$ cat config.mk
export PLATFORM = sky130hd
export DESIGN_NAME = mic_tdoa_direction
export DESIGN_NICKNAME = d
export VERILOG_FILES = /design/src/rtl/mic_tdoa_direction.sv
export SDC_FILE = /design/constraint.sdc
export NUM_CORES = 1
export LEC_CHECK = 0
export CORE_MARGIN = 3
export CORE_UTILIZATION = 65
export CTS_BUF_LIST = sky130_fd_sc_hd__clkbuf_16
export CTS_CLUSTER_SIZE = 14
export DETAILED_ROUTE_END_ITERATION = 7
export HOLD_SLACK_MARGIN = 0.02
export PLACE_DENSITY = 0.84
export SLEW_MARGIN = 10
export SYNTH_ARGS = -nofsm -noshare
export SYNTH_HDL_FRONTEND = slang
export SYNTH_SLANG_ARGS = --single-unit
$ cat constraint.sdc
create_clock -name CLK -period 7.7 [get_ports CLK]
set_input_delay 2.31 -clock CLK [delete_from_list [all_inputs] [get_ports CLK]]
set_output_delay 2.31 -clock CLK [all_outputs]
set_load 0.005 [all_outputs]
$ cat src/rtl/mic_tdoa_direction.sv
// mic_tdoa_direction
//   Measures the signed time difference of arrival (in CLK cycles) between
//   rising edges of the right and left microphone comparator outputs,
//   averages 2^AVG_LOG2 measurements and reports the averaged lag, the
//   closer side and a centred flag, qualified by a one-cycle Valid strobe.
//
// Optional build macro: MIC_DIR_HYST_EN
//   defined   : Direction flips only after HYST_COUNT consecutive non-centred
//               results on the side opposite the current Direction.
//   undefined : Direction follows every non-centred result immediately.
//
// Ports
//   CLK       in   system clock
//   RST       in   asynchronous active-high reset
//   RightMic  in   asynchronous right mic comparator output
//   LeftMic   in   asynchronous left mic comparator output
//   Lag       out  signed averaged lag (CNT_W+1 bits), positive = right first
//   Direction out  1 = right mic closer, 0 = left mic closer (held while centred)
//   Centered  out  last averaged |Lag| <= DEADBAND
//   Valid     out  one-cycle strobe when Lag/Direction/Centered update
//   Timeout   out  one-cycle strobe when a measurement is abandoned
module mic_tdoa_direction #(
  parameter int CNT_W      = 12,
  parameter int TIMEOUT    = 2000,
  parameter int AVG_LOG2   = 2,
  parameter int DEADBAND   = 2,
  parameter int HYST_COUNT = 3
) (
  input  logic         CLK,
  input  logic         RST,
  input  logic         RightMic,
  input  logic         LeftMic,
  output logic [CNT_W:0] Lag,
  output logic         Direction,
  output logic         Centered,
  output logic         Valid,
  output logic         Timeout
);

  localparam int ACC_W = CNT_W + 1 + AVG_LOG2;
  // Sample counter needs at least one bit even when no averaging is done.
  localparam int SC_W  = (AVG_LOG2 > 0) ? AVG_LOG2 : 1;
  localparam int NSAMP = 1 << AVG_LOG2;

  localparam logic [1:0] ST_IDLE  = 2'd0;
  localparam logic [1:0] ST_ARM_R = 2'd1;
  localparam logic [1:0] ST_ARM_L = 2'd2;
  localparam logic [1:0] ST_DONE  = 2'd3;

  localparam logic signed [CNT_W:0] DB_P = (CNT_W+1)'(DEADBAND);
  localparam logic signed [CNT_W:0] DB_N = -DB_P;

  logic                     r_r_meta, r_r_sync, r_r_prev;
  logic                     r_l_meta, r_l_sync, r_l_prev;
  logic [1:0]               r_state;
  logic [CNT_W-1:0]         r_cnt;
  logic signed [CNT_W:0]    r_sample;
  logic signed [ACC_W-1:0]  r_acc;
  logic [SC_W-1:0]          r_scnt;
  logic signed [CNT_W:0]    r_lag;
  logic                     r_dir, r_cent, r_valid, r_tout;

  logic                     w_r_edge, w_l_edge;
  logic [1:0]               w_state_nx;
  logic [CNT_W-1:0]         w_cnt_nx, w_inc;
  logic signed [CNT_W:0]    w_sample_nx;
  logic                     w_tout_nx;
  logic signed [ACC_W-1:0]  w_acc_sum;
  logic signed [CNT_W:0]    w_lag_new;
  logic                     w_cent_new, w_pos, w_dir_new;

  // Two-flop synchronisers plus a delayed copy for rising-edge detection.
  always_ff @(posedge CLK or posedge RST) begin
    if (RST) begin
      r_r_meta <= 1'b0; r_r_sync <= 1'b0; r_r_prev <= 1'b0;
      r_l_meta <= 1'b0; r_l_sync <= 1'b0; r_l_prev <= 1'b0;
    end else begin
      r_r_meta <= RightMic; r_r_sync <= r_r_meta; r_r_prev <= r_r_sync;
      r_l_meta <= LeftMic;  r_l_sync <= r_l_meta; r_l_prev <= r_l_sync;
    end
  end

  assign w_r_edge = r_r_sync & ~r_r_prev;
  assign w_l_edge = r_l_sync & ~r_l_prev;
  assign w_inc    = r_cnt + CNT_W'(1);

  // Measurement FSM next-state logic.
  always_comb begin
    w_state_nx  = r_state;
    w_cnt_nx    = r_cnt;
    w_sample_nx = r_sample;
    w_tout_nx   = 1'b0;
    case (r_state)
      ST_IDLE: begin
        if (w_r_edge && w_l_edge) begin
          w_sample_nx = '0;
          w_state_nx  = ST_DONE;
        end else if (w_r_edge) begin
          w_cnt_nx   = '0;
          w_state_nx = ST_ARM_R;
        end else if (w_l_edge) begin
          w_cnt_nx   = '0;
          w_state_nx = ST_ARM_L;
        end else begin
          w_state_nx = ST_IDLE;
        end
      end
      ST_ARM_R, ST_ARM_L: begin
        // Opposite edge wins over a same-channel re-trigger in the same cycle.
        if ((r_state == ST_ARM_R) ? w_l_edge : w_r_edge) begin
          w_sample_nx = (r_state == ST_ARM_R) ? $signed({1'b0, w_inc})
                                              : -$signed({1'b0, w_inc});
          w_state_nx  = ST_DONE;
        end else if ((r_state == ST_ARM_R) ? w_r_edge : w_l_edge) begin
          w_cnt_nx = '0;
        end else if (w_inc == CNT_W'(TIMEOUT)) begin
          w_tout_nx  = 1'b1;
          w_state_nx = ST_IDLE;
        end else begin
          w_cnt_nx = w_inc;
        end
      end
      ST_DONE: begin
        w_state_nx = ST_IDLE;
      end
      default: begin
        w_state_nx = ST_IDLE;
      end
    endcase
  end

  // Averaged result computed from the window including the current sample.
  always_comb begin
    w_acc_sum  = r_acc + ACC_W'(r_sample);
    w_lag_new  = (CNT_W+1)'(w_acc_sum >>> AVG_LOG2);
    w_cent_new = (w_lag_new <= DB_P) && (w_lag_new >= DB_N);
    w_pos      = ~w_lag_new[CNT_W] && (w_lag_new != '0);
  end

`ifdef MIC_DIR_HYST_EN
  localparam int HS_W = $clog2(HYST_COUNT + 1);
  logic [HS_W-1:0] r_streak;
  logic [HS_W-1:0] w_streak_new;

  // Direction hysteresis: count consecutive opposite-side results.
  always_comb begin
    w_dir_new    = r_dir;
    w_streak_new = r_streak;
    if (!w_cent_new) begin
      if (w_pos != r_dir) begin
        if ((r_streak + HS_W'(1)) >= HS_W'(HYST_COUNT)) begin
          w_dir_new    = w_pos;
          w_streak_new = '0;
        end else begin
          w_streak_new = r_streak + HS_W'(1);
        end
      end else begin
        w_streak_new = '0;
      end
    end else begin
      w_streak_new = r_streak;
    end
  end

  // Streak register advances only when a result is published.
  always_ff @(posedge CLK or posedge RST) begin
    if (RST) begin
      r_streak <= '0;
    end else if ((r_state == ST_DONE) && (r_scnt == SC_W'(NSAMP - 1))) begin
      r_streak <= w_streak_new;
    end
  end
`else
  // Direction follows every non-centred result.
  always_comb begin
    w_dir_new = w_cent_new ? r_dir : w_pos;
  end
`endif

  // FSM, counter, accumulator and registered outputs.
  always_ff @(posedge CLK or posedge RST) begin
    if (RST) begin
      r_state  <= ST_IDLE;
      r_cnt    <= '0;
      r_sample <= '0;
      r_acc    <= '0;
      r_scnt   <= '0;
      r_lag    <= '0;
      r_dir    <= 1'b0;
      r_cent   <= 1'b0;
      r_valid  <= 1'b0;
      r_tout   <= 1'b0;
    end else begin
      r_state  <= w_state_nx;
      r_cnt    <= w_cnt_nx;
      r_sample <= w_sample_nx;
      r_tout   <= w_tout_nx;
      r_valid  <= 1'b0;
      if (r_state == ST_DONE) begin
        if (r_scnt == SC_W'(NSAMP - 1)) begin
          r_acc   <= '0;
          r_scnt  <= '0;
          r_lag   <= w_lag_new;
          r_cent  <= w_cent_new;
          r_dir   <= w_dir_new;
          r_valid <= 1'b1;
        end else begin
          r_acc  <= w_acc_sum;
          r_scnt <= r_scnt + SC_W'(1);
        end
      end
    end
  end

  assign Lag       = r_lag;
  assign Direction = r_dir;
  assign Centered  = r_cent;
  assign Valid     = r_valid;
  assign Timeout   = r_tout;

endmodule

Word level (Yosys, flattened, before mapping)
Cells that the tools add are included.
Word-level totals
  logic and storage cells: 81
  bits of input ports: 4
  output and inout port bits: 17
  register bits after elaboration: 67
Cells by class
  equal/unequal tests: 13
  add/subtract/negate cells: 4
  order comparisons: 2
  reduce and logical (&&, ||, !) cells: 12
  bitwise logic cells: 6
  muxes and demuxes: 28
Operators with widths (count)
  $mux W12: 6
  $mux W13: 3
  $pmux W13 S2: 1
  $pmux W12 S2: 1
  $add A15 B13 Y15: 1
  $mux W15: 1
  $mux W2: 7
  $ge A13 B2 Y1 const B: 1
  $le A13 B3 Y1 const B: 1
  $neg A12 Y13: 1
  $reduce_bool A13 Y1: 1
  $add A12 B1 Y12 const B: 1
  $eq A12 B11 Y1 const B: 1
  $ne A3 B3 Y1 const B: 4
  $mux W1: 8
  $ne A2 B2 Y1 const B: 4
  $eq A2 B2 Y1 const B: 3
  $pmux W2 S3: 1
  $reduce_and A3 Y1: 2
  $reduce_and A5 Y1: 1
  $not A1 Y1: 4
  $reduce_and A2 Y1: 2
  $logic_and A1 B1 Y1: 3
  $add A2 B1 Y2 const B: 1
  other kinds (5): 6

Depth between registers and ports, before layout
Gate-level depths: netlist (run 1).
  depth in word-level cells: 6
  depth in mapped cells: 11
  depth with buffers taken out: 10

Worst setup path after synthesis (run 1)
No wires, ideal clock.
  path kind: register to register
  start point: reg r_sample[7]
  end point: reg r_cent, in the netlist Centered
  path buffers: 0
  slack: 4.870 ns
  stages on the path, launching flop included: 9
  period minus slack after synthesis: 2.830 ns
  arrival: 2.744 ns
  data required time: 7.613 ns
  setup time: 0.087 ns
  cells stage by stage: dfrtp_1 -> ha_1 -> a21o_1 -> or3_4 -> o211a_1 -> o21a_1 -> or3_1 -> or4b_4 -> a211oi_2
Between the ends
  longest elaborated chain between the ends: 3
  elaborated cells between the ends (all ways): 4
  those cells by class: add/sub: 1; order compare: 2; reduce/logical: 1
Ends and longest elaborated chain
  start: declaration: RTL line 57  | logic signed [CNT_W:0] r_sample;
  start signal: assignment: RTL line 196  | r_sample <= w_sample_nx;
  $add A15 B13 Y15 *: RTL line 134  | w_acc_sum = r_acc + ACC_W'(r_sample);
  $le A13 B3 Y1 or $ge A13 B2 Y1 (tied branches): RTL line 136  | w_cent_new = (w_lag_new <= DB_P) && (w_lag_new >= DB_N);
  $logic_and A1 B1 Y1 *: RTL line 136
  end signal: assignment: RTL line 204  | r_cent <= w_cent_new;
  end: declaration: RTL line 61  | logic r_dir, r_cent, r_valid, r_tout;
Every way passes the cells marked *; elsewhere a longest branch is shown, timed or not.
A chain may end at the register's enable or synchronous reset.

Worst setup path after layout (run 1)
  start point: reg r_state[1]
  end point: reg r_cnt[10]
Between the ends
  longest elaborated chain between the ends: 5
  elaborated cells between the ends (all ways): 15
  those cells by class: eq/ne: 6; mux: 5; reduce/logical: 4
Ends and longest elaborated chain
  start: declaration: RTL line 55  | logic [1:0] r_state;
  start signal: assignment: RTL line 194  | r_state <= w_state_nx;
  $eq A2 B1 Y1: RTL line 93, 110, 114
  $mux W1: RTL line 114  | end else if ((r_state == ST_ARM_R) ? w_r_edge : w_l_edge) begin
  $mux W12: RTL line 114
  $mux W12: RTL line 110  | if ((r_state == ST_ARM_R) ? w_l_edge : w_r_edge) begin
  $pmux W12 S2: RTL line 93  | case (r_state)
  end signal: assignment: RTL line 195  | r_cnt <= w_cnt_nx;
  end: declaration: RTL line 56  | logic [CNT_W-1:0] r_cnt;
Several ways; a longest one is shown, not always the timed one. The select of a mux whose other input is x is not followed.

==> results of run 1 <==
[synth_stat cells, types with 7 or more instances]
cell type and n:
o31ai_1 9, dfrtp_1 67, a21oi_1 19, nand4_1 9
o22ai_1 17, a211oi_1 8, xnor2_1 11, nor3_1 14
o21ai_0 33, nand2b_1 8, ha_1 20, inv_1 29
xor2_1 14, buf_2 7, clkbuf_1 17, nor2_1 25
nand2_1 34, nand3_1 12, a21o_1 7, and3_1 9
a22o_1 10
[layout by cell type, fill, tap and decap left out, drive strengths merged, types with 5 or more instances in the layout]
| cell type | Yosys | final |
|---|---|---|
| a211oi | 9 | 9 |
| a21o | 7 | 7 |
| a21oi | 20 | 20 |
| a22o | 10 | 10 |
| and3 | 10 | 10 |
| clkbuf | 17 | 9 |
| clkdlybuf4s50 | 0 | 20 |
| dfrtp | 67 | 67 |
| ha | 20 | 20 |
| inv | 29 | 29 |
| nand2 | 34 | 34 |
| nand2b | 8 | 8 |
| nand3 | 12 | 12 |
| nand4 | 9 | 9 |
| nor2 | 25 | 25 |
| nor3 | 14 | 14 |
| nor4 | 5 | 5 |
| o21a | 5 | 5 |
| o21ai | 37 | 37 |
| o22ai | 17 | 17 |
| o31ai | 9 | 9 |
| or2 | 5 | 5 |
| xnor2 | 11 | 11 |
| xor2 | 14 | 14 |
[power groups by stage]
stage / clock (W) / combinational [W] / sequential (W)
finish: 0.000436 / 0.000585 / 0.000475
CTS: 0.000442 / 0.000576 / 0.000476
global placement: 0 / 0.000549 / 0.000477
floorplan: 0 / 0.000432 / 0.000469
global route: 0.000457 / 0.000651 / 0.000488
detailed placement: 0 / 0.000571 / 0.000481
[metrics by stage]
stage / instances / hold slack (ns) / total power (W) / worst slack, ns / cell area, sq um
after global routing: 545 / 0.361 / 0.00160 / 3.58 / 4660
after detailed placement: 529 / 0.336 / 0.00105 / 4.16 / 4340
after global placement: 529 / 0.342 / 0.00103 / 4.25 / 4340
after floorplan: 455 / 0.331 / 0.000900 / 3.71 / 4120
final: 545 / 0.348 / 0.00150 / 4.09 / 4660
after CTS: 545 / 0.349 / 0.00149 / 4.14 / 4660
[flip-flops by register name, indices dropped and copies added (netlist names), 2 cells and up]
register and cells:
r_acc 15, Lag 13, r_sample 13, r_cnt 12
r_scnt 2, r_state 2
[layer usage]
metal | up-vias | global-route usage (%) | share of wire, %
li1 | 1700 | - | -
met2 | 126 | 44.2 | 48
met3 | 24 | 4.51 | 5.7
met5 | - | 0 | 0
met1 | 1628 | 33.3 | 44
met4 | 0 | 12.1 | 2.1
[cell families (layout without fill, tap and decap cells)]
family	count (synthesis)	count (layout)	synth area share [%]
DFF	67	67	40.7
adders and majority gates	21	21	6.55
xor gates and xnor gates	25	25	5.31
buffers and inverters	53	68	5.04
and+or+nand+nor	141	141	17.7
muxes	5	5	1.33
AOI/OAI and AO/OA	143	143	23.4
[final timing paths]
| kind | startpoint | to | slack, ns | cells after the start |
|---|---|---|---|---|
| worst max-delay path | r_state[1] | r_cnt[10] | 4.09 | 9 |
| worst min-delay path | r_l_meta | r_l_sync | 0.35 | 0 |
| worst max register to register | r_state[1] | r_cnt[10] | 4.09 | 9 |
| worst min register to register | r_l_meta | r_l_sync | 0.35 | 0 |
| max in group asynchronous | RST | Lag[8] | 4.63 | 3 |
| min in group asynchronous | RST | r_acc[11] | 2.56 | 3 |
[area by class of cell]
cell class	count	area, sq um	share of cell area, %
inverters	29	109	2.33
well taps	75	93.8	2.01
multi-input cells	335	2240	48.1
flip-flops and latches	67	1680	35.9
repair buffers	23	223	4.77
clock inverters	7	92.6	1.98
clock buffers	9	225	4.83
==> impl_metrics.toml, run 1 <==
[clock_tree]
holdBufCountCts = 0
h-tree-depth = 3
cts_buffer_depth = 2
path_clk_slew_ns = 0.05
ctsResizeCount = 0
numCtsBuffers = 9
cts-root-buf = "clkbuf_16"
insertion_delay_ns = 0.34
post_cts_buffers = 0
clkSinkCount = 67
cts_tree = "done"

[sta]
drv_slew = 0
worst_slew_margin_rel_pct = 25.5
layout_min_cycle_time_ns = 3.61
final-setup-viol-count = 0
fmax_mhz = 277
worst_pin_slew_ns = 1.11
clock_skew_ns = 0.00595
fin_crit_sh_pct = 46.9
timing_hold_violations_final = 0
setup_tns_ns = 0
rsz0062_at_grt = "no"

[outcome]
status = "finished, final reports clean"

[grt]
grt-ovfl-total = 0
groute.usage.overall_pct = 26.3
grt_first_pass_wirelength_mm = 15.4
grt_start_max_net_pins = 68
grt_antenna_before_repair = 0
grt_pass1_vias = 3314

[floorplanning]
ios = 21
die_x_microns = 85.7
rows = 28
start_util_pct = 68.4
design.die.area_sq_mm = 0.00734
core-area_sq_mm = 0.00603
die_h_microns = 85.7

[setup_path]
end_kind = "flop"
critPathKind = "flop to flop"
crit_chain = "inv_1, ha_1, nor3b_1, a2111oi_0, nand4_1, or4_1, o21ai_1, nand2_1, o31ai_1"
cp_slowest_cell = "o21ai_1"
crit_fanout = 18
path_buf_inv = 1
start_kind = "flop"
critPathMaxStageDelay_ns = 0.89
path_delay_family = "compound AO/OA/AOI/OAI gates"
cp_data_arrival_time_ns = 3.83
cp.required_ns = 7.92

[hold_path]
hp-class = "flop to flop"

[pwr]
seqPwrFrac_pct = 31.8
internal-power_w = 0.000947
peakVddDrop_mv = 0.201
leakage_nw = 2.07
power_switching_share_pct = 36.7
p_comb_share_pct = 39.1
switching_power_w = 0.000549
clock_power_share_pct = 29.2
power_density_mw_per_mm2 = 321

[synth]
synth_cells = 455
netlist_area_sq_mm = 0.00412
ys_seq_area_share_pct = 40.7
synth_ff_type = "dfrtp_1"
synth_edf_count = 0
synth_warnings = 0
synthesis.nets = 480
synthArstFlopShare_pct = 100
synth-seq-cells = 67
yosys-top-cells-area = "dfrtp_1 (41%), ha_1 (6.1%), o21ai_0 (4.0%)"
yosysTopAreaCell = "dfrtp_1"
synthDistinctLibCells = 58
synth_top_area_share_pct = 40.7
avgSynthCellArea_sq_um = 9.06

[drt]
drt_iter0_drc = 229
drc = 0
viasPerCell = 6.38
routed_wl_mm = 9.00
wl_per_cell_microns = 16.5
num_vias = 3478
drtAntennaViolNets = 0
drtPass1Iterations = 4

[placed_design]
dp_hpwl_mm = 6.31
portBuffers = 20
gp_congestion = 0.932

[run]
max_cap_viol_count = 0

[final_layout]
area.growth.synth_to_final_pct = 13.1
drive_above_1_share_pct = 7.45
fin_nets = 490
fillers = 429
final_core_util_pct = 77.4
antenna_cells = 0
Note: power is estimated with default switching activity, not from simulation.
==> run 2, diff against run 1 <==
--- a/config.mk
+++ b/config.mk
@@ -6,12 +6,12 @@
 export NUM_CORES = 1
 export LEC_CHECK = 0
 export CORE_MARGIN = 3
-export CORE_UTILIZATION = 65
+export CORE_UTILIZATION = 55
 export CTS_BUF_LIST = sky130_fd_sc_hd__clkbuf_16
 export CTS_CLUSTER_SIZE = 14
 export DETAILED_ROUTE_END_ITERATION = 7
 export HOLD_SLACK_MARGIN = 0.02
-export PLACE_DENSITY = 0.84
+export PLACE_DENSITY = 0.76
 export SLEW_MARGIN = 10
 export SYNTH_ARGS = -nofsm -noshare
 export SYNTH_HDL_FRONTEND = slang
==> constraint.sdc (replaced) <==
create_clock -name CLK -period 3.3 [get_ports CLK]
set_input_delay 0.99 -clock CLK [delete_from_list [all_inputs] [get_ports CLK]]
set_output_delay 0.99 -clock CLK [all_outputs]
set_load 0.005 [all_outputs]
==> impl_metrics.toml, run 2 (synthesis gave the netlist of run 1 again) <==
[pwr]
power_density_mw_per_mm2 = 715
power_switching_share_pct = 38.0
clock_power_share_pct = 25.8
switching_power_w = 0.00127
seqPwrFrac_pct = 32.8
internal-power_w = 0.00208
leakage_nw = 2.08
peakVddDrop_mv = 0.316
p_comb_share_pct = 41.5

[grt]
grt_pass1_vias = 3347
grt_start_max_net_pins = 43
groute.usage.overall_pct = 22.7
grt_first_pass_wirelength_mm = 15.7
grt-ovfl-total = 0
grt_antenna_before_repair = 0

[final_layout]
fillers = 614
layout.cells.non_filler = 572
drive_above_1_share_pct = 8.40
final_cell_mix = "dfrtp_1 (67), nand2_1 (34), o21ai_0 (33)"
final_common_cell = "dfrtp_1"
multiInputGateArea_sq_mm = 0.00224
area.growth.synth_to_final_pct = 13.8
largest_reg_flops = 15
antenna_cells = 0
largest-register = "r_acc"
seqCellArea_sq_mm = 0.00168
stdcell_area_sq_mm = 0.00469
fin_nets = 496

[drt]
routed.top_layer = "met4"
drc = 0
wl_met2_mm = 4.15
drtPass1Iterations = 5
viasPerCell = 6.02
routedLengthMet1_mm = 4.01
routed_wl_mm = 8.85
num_vias = 3445
drtAntennaViolNets = 0
drt_iter0_drc = 172
route.met3.wl_microns = 473
wl_per_cell_microns = 15.5

[clock_tree]
cts_buffer_depth = 2
h-tree-depth = 3
cts_tree = "done"
post_cts_buffers = 0
insertion_delay_ns = 0.33
clkSinkCount = 67
holdBufCountCts = 0
ctsResizeCount = 0
cts-root-buf = "clkbuf_16"
numCtsBuffers = 9
path_clk_slew_ns = 0.06

[placed_design]
portBuffers = 20
dpl_cell_area_sq_mm = 0.00443
dp_hpwl_mm = 6.45
gp_congestion = 0.942
placedCellCount = 556

[run]
max_cap_viol_count = 0

[sta]
layout_min_cycle_time_ns = 3.00
drv_slew = 0
worst_slew_margin_rel_pct = 55.3
final-setup-viol-count = 0
clock_skew_ns = 0.00783
fmax_mhz = 334
worst_pin_slew_ns = 0.670
timing_hold_violations_final = 0
fin_crit_sh_pct = 90.8
rsz0062_at_grt = "no"
setup_tns_ns = 0

[hold_path]
hp-class = "flop to flop"

[setup_path]
crit_fanout = 5
end_kind = "flop"
start_kind = "flop"
cp.required_ns = 3.55
cp_data_arrival_time_ns = 3.25
critPathKind = "flop to flop"

[floorplanning]
core-area_sq_mm = 0.00702
design.die.area_sq_mm = 0.00857
rows = 30
die_h_microns = 92.6
start_util_pct = 58.8
die_x_microns = 92.6
ios = 21

[outcome]
status = "finished, final reports clean"
run 2: cell types whose count changed in the layout (fill, tap and decap cells not counted), sizes merged:
| cell | delta |
|---|---|
| inv | +1 |
| clkinvlp | -1 |
| bufinv | -2 |
| buf | +6 |
| clkinv | +2 |
run 2: path summary, 6_finish.rpt:
check | end | startpoint | slack, ns | cells past startpoint
max in group asynchronous | Lag[7] | RST | 1.66 | 3
min reg2reg | r_l_sync | r_l_meta | 0.35 | 0
max | Centered | r_sample[0] | 0.30 | 10
min | r_l_sync | r_l_meta | 0.35 | 0
min in group asynchronous | r_l_sync | RST | 1.03 | 2
max reg2reg | Centered | r_sample[0] | 0.30 | 10
run 2: stage by stage:
step                      power (W)  worst slack, ns  hold WS, ns  utilization [%]
after global placement      0.00245            0.370        0.341             63.0
final                       0.00336            0.302        0.354             66.9
after floorplan             0.00210            0.470        0.331                -
after CTS                   0.00336            0.323        0.357             66.9
after global routing        0.00361            0.139        0.369             66.9
after detailed placement    0.00249            0.336        0.337             63.0
run 2: worst max-delay path, cell delays in order, from the launching register on:
cell and delay, ns:
dfrtp_1 0.36, ha_1 0.20, inv_1 0.06, fa_1 0.41, nand2b_1 0.21, a21oi_4 0.20
o211a_1 0.22, nor4_1 0.07, or3_1 0.41, or4b_4 0.56, a211oi_2 0.23
run 2: final cells by class:
| class | instances | share of cell area, % |
|---|---|---|
| Clock buffer | 9 | 4.80 |
| Clock inverter | 7 | 0.933 |
| Inverter | 29 | 2.32 |
| Multi-Input combinational cell | 335 | 47.7 |
| Sequential cell | 67 | 35.7 |
| Tap cell | 96 | 2.56 |
| Timing Repair Buffer | 29 | 5.97 |
run 2: power groups by stage:
stage / Sequential [W] / Clock [W] / Combinational, W
global route: 0.00113 / 0.000922 / 0.00157
global placement: 0.00111 / 0 / 0.00134
finish: 0.00110 / 0.000865 / 0.00139
detailed placement: 0.00112 / 0 / 0.00137
floorplan: 0.00109 / 0 / 0.00101
CTS: 0.00110 / 0.000876 / 0.00139
run 2: per-layer routing:
layer / global-route usage (%) / vias up
li1: - / 1701
met1: 29.6 / 1633
met2: 37.3 / 94
met3: 4.14 / 17
met4: 9.16 / 0
met5: 0 / -
==> run 3, diff against run 2 <==
--- a/config.mk
+++ b/config.mk
@@ -11,7 +11,7 @@
 export CTS_CLUSTER_SIZE = 14
 export DETAILED_ROUTE_END_ITERATION = 7
 export HOLD_SLACK_MARGIN = 0.02
-export PLACE_DENSITY = 0.76
+export PLACE_DENSITY = 0.74
 export SLEW_MARGIN = 10
 export SYNTH_ARGS = -nofsm -noshare
 export SYNTH_HDL_FRONTEND = slang
==> impl_metrics.toml, run 3 (synthesis gave the netlist of run 1 again) <==
[clock_tree]
path_clk_slew_ns = 0.06
insertion_delay_ns = 0.33
holdBufCountCts = 0
h-tree-depth = 3
clkSinkCount = 67
numCtsBuffers = 9
ctsResizeCount = 0
cts-root-buf = "clkbuf_16"
cts_tree = "done"
post_cts_buffers = 0
cts_buffer_depth = 2

[final_layout]
largest_reg_flops = 15
stdcell_area_sq_mm = 0.00477
fillers = 580
multiInputGateArea_sq_mm = 0.00224
seqCellArea_sq_mm = 0.00168
largest-register = "r_acc"
fin_nets = 496
final_common_cell = "dfrtp_1"
final_cell_mix = "dfrtp_1 (67), nand2_1 (34), o21ai_0 (33)"
antenna_cells = 0
drive_above_1_share_pct = 8.61
area.growth.synth_to_final_pct = 15.6

[setup_path]
crit_fanout = 5
cp_data_arrival_time_ns = 3.24
start_kind = "flop"
cp.required_ns = 3.55
crit_chain = "ha_1, inv_1, fa_1, nand2b_1, a21oi_4, nor4_1, nor3_1, nand4b_1, or4b_4, a211oi_2"
critPathKind = "flop to flop"
cp_slowest_cell = "or4b_4"
end_kind = "flop"
critPathMaxStageDelay_ns = 0.57

[drt]
routed_wl_mm = 9.25
drtPass1Iterations = 4
drt_iter0_drc = 161
drtAntennaViolNets = 0
num_vias = 3490
viasPerCell = 6.10
drc = 0
wl_per_cell_microns = 16.2

[pwr]
leakage_nw = 2.11
power_density_mw_per_mm2 = 756
peakVddDrop_mv = 0.422

[grt]
grt-ovfl-total = 0
grt_start_max_net_pins = 40
grt_antenna_before_repair = 0
groute.usage.overall_pct = 23.3
grt_first_pass_wirelength_mm = 16.0
grt_pass1_vias = 3398

[floorplanning]
rows = 30
start_util_pct = 58.8
die_x_microns = 92.6
design.die.area_sq_mm = 0.00857
die_h_microns = 92.6
core-area_sq_mm = 0.00702
ios = 21

[sta]
final-setup-viol-count = 0
timing_hold_violations_final = 0
rsz0062_at_grt = "no"
setup_tns_ns = 0
worst_pin_slew_ns = 0.680
fin_crit_sh_pct = 90.8
clock_skew_ns = 0.00724
worst_slew_margin_rel_pct = 54.1
fmax_mhz = 334
layout_min_cycle_time_ns = 3.00
drv_slew = 0

[placed_design]
gp_congestion = 0.926
dpl_cell_area_sq_mm = 0.00443
dp_hpwl_mm = 6.78
portBuffers = 20

[run]
max_cap_viol_count = 0

[outcome]
status = "finished, final reports clean"

[hold_path]
hp-class = "flop to flop"
run 3: cell types whose count changed in the layout (fill, tap and decap cells not counted):
cell       delta
clkinv_2      -1
clkinv_1      -1
bufinv_16     +3
inv_6         -1
run 3: final cells by class:
| cell class | instances | area share, % |
|---|---|---|
| multi-input combinational | 335 | 47.0 |
| sequential | 67 | 35.2 |
| timing repair buffer | 29 | 5.88 |
| clock buffer | 9 | 4.72 |
| tap | 96 | 2.52 |
| clock inverter | 7 | 2.44 |
| inverter | 29 | 2.28 |
run 3: power breakdown:
| group | leakage (nW) | switching (W) | internal [W] |
|---|---|---|---|
| clock network | 0.165 | 0.000361 | 0.000736 |
| registers | 0.903 | 0.000115 | 0.000991 |
| logic | 1.05 | 0.000816 | 0.000587 |
| total | 2.11 | 0.00129 | 0.00231 |
run 3: worst paths after layout:
path,from,to,slack [ns],depth (start not counted)
max in group asynchronous,RST,Lag[3],1.63,3
min reg2reg,r_r_meta,r_r_sync,0.35,0
min in group asynchronous,RST,r_l_prev,1.06,2
min,r_r_meta,r_r_sync,0.35,0
max,r_sample[0],Centered,0.30,10
max reg2reg,r_sample[0],Centered,0.30,10
run 3: stage by stage:
stage	hold WS [ns]	instances	total power, W	utilization [%]	worst slack, ns
final	0.347	572	0.00361	67.9	0.305
after CTS	0.350	572	0.00361	67.9	0.309
after global routing	0.358	572	0.00386	67.9	0.0892
after detailed placement	0.336	556	0.00250	63.0	0.324
after floorplan	0.331	455	0.00210	-	0.470
after global placement	0.341	556	0.00245	63.0	0.380
run 3: worst max-delay path: cells and delay by family (launching register included):
kind / cells / cell delay, ns
AND/OR/NAND/NOR: 5 / 1.50
buffers and inverters: 1 / 0.06
AO/OA/AOI/OAI: 2 / 0.40
adder cells (fa/ha/maj): 2 / 0.60
flip-flops: 1 / 0.35
run 3: routing by layer:
metal	routed length, microns	share of wire, %	GRT usage, %	vias to the layer above
li1	-	-	-	1697
met1	4140	45	29.1	1678
met2	4540	49	38.5	91
met3	317	3.4	5.28	24
met4	250	2.7	10.3	0
met5	0	0	0	-
